**config.mk**
```make
export PLATFORM = sky130hd
export DESIGN_NAME = sprite_overlay
export DESIGN_NICKNAME = d
export VERILOG_FILES = /design/src/rtl/sprite_overlay.sv
export SDC_FILE = /design/constraint.sdc
export NUM_CORES = 1
export LEC_CHECK = 0
export CORE_MARGIN = 2
export CORE_UTILIZATION = 30
export DETAILED_ROUTE_END_ITERATION = 10
export PLACE_DENSITY = 0.6
export RECOVER_POWER = 25
export SLEW_MARGIN = 20
export SYNTH_ARGS = -nofsm -noshare
export SYNTH_HDL_FRONTEND = slang
export SYNTH_SLANG_ARGS = --single-unit
```
**constraint.sdc**
```tcl
create_clock -name vga_clk -period 5.6 [get_ports vga_clk]
set_input_delay 0.56 -clock vga_clk [delete_from_list [all_inputs] [get_ports vga_clk]]
set_output_delay 0.56 -clock vga_clk [all_outputs]
set_load 0.01 [all_outputs]
```
**src/rtl/sprite_overlay.sv**
```systemverilog
// Pipelined sprite overlay: rectangle hit test, sprite ROM addressing, blink and
// transparency, with a frame-synchronous position update handshake.
module sprite_overlay #(
  parameter int unsigned SPR_W           = 80,
  parameter int unsigned SPR_H           = 45,
  parameter int unsigned IDX_BITS        = 2,
  parameter int unsigned ROM_LAT         = 1,
  parameter int unsigned TRANSPARENT_IDX = 0,
  parameter int unsigned INIT_X          = 560,
  parameter int unsigned INIT_Y          = 434,
  parameter int unsigned BLINK_FRAMES    = 30,
  localparam int unsigned ADDR_W         = $clog2(SPR_W * SPR_H)
) (
  input  logic                vga_clk,
  input  logic                reset,
  input  logic [9:0]          DrawX,
  input  logic [9:0]          DrawY,
  input  logic                blank,
  input  logic                enable,
  input  logic                blink_en,
  input  logic [9:0]          pos_x,
  input  logic [9:0]          pos_y,
  input  logic                pos_valid,
  output logic                pos_ready,
  output logic [ADDR_W-1:0]   rom_addr,
  input  logic [IDX_BITS-1:0] rom_q,
  output logic                sprite_on,
  output logic [IDX_BITS-1:0] sprite_index
);

  localparam int unsigned CNT_W = (BLINK_FRAMES > 1) ? $clog2(BLINK_FRAMES) : 1;

  typedef struct packed {
    logic hit;
    logic blank;
    logic en;
    logic visible;
  } qual_t;

  logic [9:0]          ax_q, ax_d, ay_q, ay_d;
  logic [9:0]          px_q, px_d, py_q, py_d;
  logic                pend_q, pend_d;
  logic [CNT_W-1:0]    cnt_q, cnt_d;
  logic                vis_q, vis_d;
  logic                frame_start, hit;
  logic [9:0]          dx, dy;
  logic [ADDR_W-1:0]   rom_addr_q, rom_addr_d;
  qual_t               qual_d, qual_a;
  qual_t               qual_q [ROM_LAT+1];
  logic                on_q, on_d;
  logic [IDX_BITS-1:0] idx_q, idx_d;

  assign frame_start = (DrawX == 10'd0) && (DrawY == 10'd0);
  assign pos_ready   = !pend_q && !reset;

  // NOTE: every always_comb output gets a default first so no path leaves it unassigned (no latch).
  always_comb begin
    ax_d   = ax_q;
    ay_d   = ay_q;
    px_d   = px_q;
    py_d   = py_q;
    pend_d = pend_q;
    // A pending move lands only at frame start; ready is low while pending, so the branches never overlap.
    if (frame_start && pend_q) begin
      ax_d   = px_q;
      ay_d   = py_q;
      pend_d = 1'b0;
    end else if (pos_valid && pos_ready) begin
      px_d   = pos_x;
      py_d   = pos_y;
      pend_d = 1'b1;
    end

    cnt_d = cnt_q;
    vis_d = vis_q;
    if (!blink_en) begin
      cnt_d = '0;
      vis_d = 1'b1;
    end else if (frame_start) begin
      if (cnt_q == CNT_W'(BLINK_FRAMES - 1)) begin
        cnt_d = '0;
        vis_d = ~vis_q;
      end else begin
        cnt_d = cnt_q + 1'b1;
      end
    end
  end

  // Comparisons at 11 bits so a sprite near the right/bottom edge clips instead of wrapping.
  always_comb begin
    hit = ({1'b0, DrawX} >= {1'b0, ax_q}) && ({1'b0, DrawX} < ({1'b0, ax_q} + 11'(SPR_W))) &&
          ({1'b0, DrawY} >= {1'b0, ay_q}) && ({1'b0, DrawY} < ({1'b0, ay_q} + 11'(SPR_H)));
    dx  = DrawX - ax_q;
    dy  = DrawY - ay_q;
    rom_addr_d = hit ? (ADDR_W'(dx) + ADDR_W'(dy) * ADDR_W'(SPR_W)) : '0;
    qual_d     = '{hit: hit, blank: blank, en: enable, visible: vis_q};
    qual_a     = qual_q[ROM_LAT];
    on_d       = qual_a.hit && qual_a.blank && qual_a.en && qual_a.visible &&
                 (rom_q != IDX_BITS'(TRANSPARENT_IDX));
    idx_d      = on_d ? rom_q : '0;
  end

  // NOTE: sequential state uses non-blocking assignments so every register samples pre-edge values.
  always_ff @(posedge vga_clk) begin
    if (reset) begin
      ax_q       <= 10'(INIT_X);
      ay_q       <= 10'(INIT_Y);
      px_q       <= '0;
      py_q       <= '0;
      pend_q     <= 1'b0;
      cnt_q      <= '0;
      vis_q      <= 1'b1;
      rom_addr_q <= '0;
      on_q       <= 1'b0;
      idx_q      <= '0;
      // NOTE: the qualifier delay line is tiny and must read as "no hit" after reset, so it is reset too.
      for (int unsigned i = 0; i <= ROM_LAT; i++) qual_q[i] <= '0;
    end else begin
      ax_q       <= ax_d;
      ay_q       <= ay_d;
      px_q       <= px_d;
      py_q       <= py_d;
      pend_q     <= pend_d;
      cnt_q      <= cnt_d;
      vis_q      <= vis_d;
      rom_addr_q <= rom_addr_d;
      qual_q[0]  <= qual_d;
      for (int unsigned i = 1; i <= ROM_LAT; i++) qual_q[i] <= qual_q[i-1];
      on_q       <= on_d;
      idx_q      <= idx_d;
    end
  end

  assign rom_addr     = rom_addr_q;
  assign sprite_on    = on_q;
  assign sprite_index = idx_q;

endmodule

```
# Word level (Yosys, flattened, before mapping)
# Memory sizes are Yosys's and may differ from the RTL's.
# Cells that the tools add are included.
# op_classes
bitwise	7
n_addsub	6
n_reduce_logical	22
eq_ne	1
order_cmp	4
n_mux	6
n_mul	1
# ops
operator	count
$lt A10 B11 Y1	2
$ge A10 B10 Y1	2
$logic_not A10 Y1	2
$sub A10 B10 Y10	2
$add A10 B12 Y12	1
$add A10 B6 Y11 const B	1
$add A10 B7 Y11 const B	1
$logic_and A1 B1 Y1	11
$mul A10 B3 Y8 const B	1
$mux W4	2
$reduce_or A2 Y1	4
$add A5 B1 Y5 const B	1
$eq A5 B5 Y1 const B	1
$mux W5	1
$not A1 Y1	5
$reduce_and A2 Y1	2
$mux W1	3
$logic_not A1 Y1	2
$or A1 B1 Y1	2
$reduce_bool A2 Y1	1
# totals
ff_bits	62
word_cells	58
n_memories	1
input_bits	48
out_inout_bits	16
ramBits	8
# memory_table
memory	depth	width	read_ports	rd_ports_with_merged_regs	wr	line	rtl
qual_q	2	4	2	0	2	49	qual_t qual_q [ROM_LAT+1];

# Depth between registers and ports, before layout
# depth
depth_word	7
ltp_mapped	17

# Worst setup path after synthesis
# Ideal clock, no wire load.
# synth_timing
path_type	in2reg
from	input port DrawY[0]
to	register rom_addr_q[11] (netlist: rom_addr[11])
setup_time_ns	0.114
cell_stages	15
t_required_ns	5.486
path_buffers	0
arrival_ns	3.590
path_slack_ns	1.896
cell_sequence	inv_1 ha_1 fa_1 inv_1 a21o_2 a21oi_1 xnor2_1 ha_1 fa_1 xor2_1 ha_1 nor4_1 or4_1 xnor3_1 nor2b_1
# synth_between
elab_chain_cells	5
elab_cells_between_ends	9
# synth_lines
element	line	rtl
start: declaration	17	input logic [9:0] DrawY,
branches (longest 5 deep; another with $add A10 B12 Y12)	n/a	
end signal: assignment	126	rom_addr_q <= rom_addr_d;
end: declaration	47	logic [ADDR_W-1:0] rom_addr_q, rom_addr_d;
# Parallel ways; which one is timed is not known.
# A chain may end at the register's enable or synchronous reset.

# Worst setup path after layout
# Same ends and word-level chain as after synthesis.

==> flow_metrics.py <==
metrics = {
    "setup_path": {
        "required_ns": 5.81,
        "rr_startpoint": "ay_q[0]",
        "path_buf_inv": 3,
        "crit_path_start_kind": "input pin",
        "cp_slowest_stage_delay_ns": 0.49,
        "worst-path-max-fanout": 3,
        "critPathSlowestCell": "clkdlybuf4s50_1",
        "worst_r2r_endpoint": "rom_addr[11]",
        "crit_family": "adder cells",
        "end_kind": "flop",
        "reg2regPathDepth": 14,
        "criticalPathCategory": "in2reg",
        "r2r_slack_ns": 1.88,
        "cp_data_arrival_time_ns": 4.33,
        "crit_chain": "clkdlybuf4s50_1 > inv_1 > ha_1 > fa_1 > inv_1 > a21o_2 > a21oi_1 > xnor2_1 > ha_1 > fa_1 > xor2_1 > ha_1 > nor2_1 > or4_1 > xnor3_1 > nor2b_1",
        "cp_common_cell": "ha_1",
    },
    "die": {
        "core_area_um2": 13880,
        "io_pins": 64,
        "fp.dieW_um": 123.2,
        "die_area_um2": 15170,
        "row_count": 43,
        "initial_utilization_pct": 30.68,
        "dieHeight_um": 123.2,
    },
    "power": {
        "vdd_drop_max_v": 0.0001293,
        "seq_power_share_pct": 37.1,
        "p_switching_uw": 349.4,
        "swShare_pct": 24.81,
        "p_int_uw": 1059,
        "p_leak_uw": 0.002230,
        "powerDensity_nw_per_um2": 261.7,
        "pwr-share-comb_pct": 19.5,
        "p_clk_share_pct": 43.4,
    },
    "synthesis": {
        "ys_top_cells_by_count": "dfxtp_1, ha_1, nor2_1",
        "yosys_warnings": 0,
        "synth_edf_count": 0,
        "synth_compound_area_share_pct": 14.54,
        "synth_top_family_by_area": "simple AND/OR/NAND/NOR gates",
        "synthArstFlopShare_pct": 0,
        "syn-num-nets": 593,
        "ys_types": 47,
        "synth_top_cell_by_area": "dfxtp_1",
        "synth_fa_ha_area_share_pct": 18.04,
        "synth_area_leaders": "dfxtp_1, ha_1, xnor2_1, nand2b_1, o21ai_0",
        "synthesis.area_um2": 4259,
        "synthCells": 486,
        "yosysTopAreaCellShare_pct": 32.90,
        "synth.most_common_cell": "dfxtp_1",
        "synth.area.mux_share_pct": 2.820,
        "synth_ff_type": "dfxtp_1",
        "synth_xor_area_share_pct": 7.521,
        "syn_area_per_cell_um2": 8.764,
        "synth_simple_gate_area_share_pct": 19.12,
        "ys_seq_area_share_pct": 32.90,
        "synth-seq-cells": 70,
    },
    "timing": {
        "period_minus_slack_ns": 4.116,
        "finalSetupViolations": 0,
        "hold_viol_final": 0,
        "max_slew.worst_pin.slew_ns": 1.899,
        "whs_ns": 0.4397,
        "rsz0062_at_grt": "false",
        "fin_worst_skew_ns": 0.008807,
        "fmax_ghz": 0.2430,
        "fin_crit_sh_pct": 73.50,
        "finalSetupTns_ns": 0,
        "max-slew-margin-rel_pct": -26.58,
        "maxSlewViolCount": 53,
    },
    "route": {
        "dr.pass1.iters": 4,
        "avgRoutedWirePerCell_um": 13.07,
        "wl_um": 9580,
        "vias": 3344,
        "drt_iter0_drc": 139,
        "drc": 0,
        "drt-vias-per-instance": 4.562,
        "antenna_left": 0,
    },
    "cts": {
        "post_cts_resized": 0,
        "clock-sinks": 70,
        "root_buffer": "clkbuf_16",
        "cts_buffer_depth": 2,
        "cts_hold_buf": 0,
        "clkTransAtPathRegs_ns": 0.06,
        "numCtsBuffers": 9,
        "cts_tree": "done",
        "postCtsSetupRepairBufs": 0,
        "clkLatencyLatePin_ns": 0.33,
        "htreeDepth": 3,
    },
    "min_path": {
        "whs_path_depth": 1,
        "hp-class": "reg2reg",
        "hp-start": "qual_q[0][0]",
        "hold_end": "qual_q[0][4]",
    },
    "status": {
        "run_status": "finished with violations",
        "violations": "capacitance limit, slew limit",
    },
    "global_routing": {
        "grt_pass1_wl_um": 15700,
        "busiest_layer": "met2",
        "overflow": 0,
        "grt_start_max_net_pins": 53,
        "grt_usage_pct": 13.32,
        "grtUsageMet2_pct": 21.39,
        "grtUsageMet3_pct": 2.629,
        "antenna_found_initial": 0,
        "grt_use_met1_pct": 17.68,
        "grt_pass1_vias": 3242,
    },
    "cells_and_area": {
        "post-route-util_pct": 38.78,
        "drive_gt1_share_pct": 5.787,
        "area_delta_synth_final_pct": 26.38,
        "n_antenna_cell": 0,
        "finalNetCount": 655,
    },
    "flow_run": {
        "max_cap_violations": 1,
    },
    "placement": {
        "detailed_place_hpwl_um": 7771,
        "gp_congestion": 0.8633,
        "io_buffer_count": 63,
    },
}
-- cells by family (layout without fill, tap and decap cells) --
| logic type | after synthesis | count (layout) |
|---|---|---|
| buffers and inverters | 53 | 120 |
| muxes | 12 | 12 |
| xor gates and xnor gates | 35 | 35 |
| and+or+nand+nor | 159 | 159 |
| adders and majority gates | 59 | 59 |
| AOI/OAI and AO/OA | 98 | 98 |
| DFF | 70 | 70 |
-- layout make-up --
type | instances | area, um^2
fillers | 1449 | 8498
multi-input cells | 363 | 2644
flip-flops and latches | 70 | 1401
repair buffers | 65 | 641.9
clock buffers | 11 | 242.7
well taps | 180 | 225.2
inverters | 39 | 146.4
clock inverters | 5 | 81.33
-- worst reg2reg max path: cells and delay by family, from the launching register on --
family,cells,cell delay [ns]
adders and majority gates,5,1.61
and+or+nand+nor,3,0.60
buffers and inverters,1,0.06
AOI/OAI and AO/OA,2,0.35
DFF,1,0.46
xor gates and xnor gates,3,0.53
-- layer usage --
layer	wire length (um)	vias up
li1	-	1791
met1	4761	1485
met2	4345	55
met3	287	13
met4	185	0
met5	0	-
-- placed cells by master (no fill, tap or decap), types with 6 or more instances in the layout --
master           count
dfxtp_1             70
nor2_1              40
o21ai_0             34
xor2_1              12
ha_1                55
nor4_1               6
nor2_2               9
dlygate4sd3_1       12
a211oi_1             6
xnor2_1             22
a21o_1               9
nand2_1             35
clkbuf_16            9
clkdlybuf4s50_1     51
nand2b_1            28
nor2b_1             15
inv_1               39
a21oi_1             23
mux2i_1             12
a211o_1              8
-- flip-flops by register name, summed over array words and instances, names as in the netlist, 2 cells and up --
register	flops
cnt_q	5
ay_q	10
rom_addr	12
sprite_index	2
ax_q	10
qual_q	8
px_q	10
py_q	10
-- worst max path at each step --
stage,slack (ns),end,cells after the start,from
after floorplan,1.90,rom_addr[11],15,DrawY[0]
after global placement,1.22,rom_addr[11],16,DrawY[0]
after detailed placement,1.15,rom_addr[11],16,DrawY[0]
after CTS,1.52,rom_addr[11],16,DrawY[0]
after global routing,1.34,rom_addr[11],16,DrawY[0]
final,1.48,rom_addr[11],16,DrawY[0]
-- per-stage QoR --
| step | cells | total power, uW | setup slack [ns] | area, um^2 |
|---|---|---|---|---|
| floorplan | 486 | 723.4 | 1.896 | 4259 |
| global placement | 717 | 801.9 | 1.219 | 5061 |
| detailed placement | 717 | 808.8 | 1.149 | 5062 |
| CTS | 733 | 1425 | 1.515 | 5386 |
| global route | 733 | 1473 | 1.335 | 5383 |
| finish | 733 | 1408 | 1.484 | 5383 |
-- power by group through the flow --
stage	combinational (uW)	clock (uW)	sequential, uW
after floorplan	191	0	532
after global routing	305	643	524
final	274	612	523
after global placement	269	0	533
after detailed placement	275	0	533
after CTS	277	626	523
Note: power is estimated with default switching activity, not from simulation.
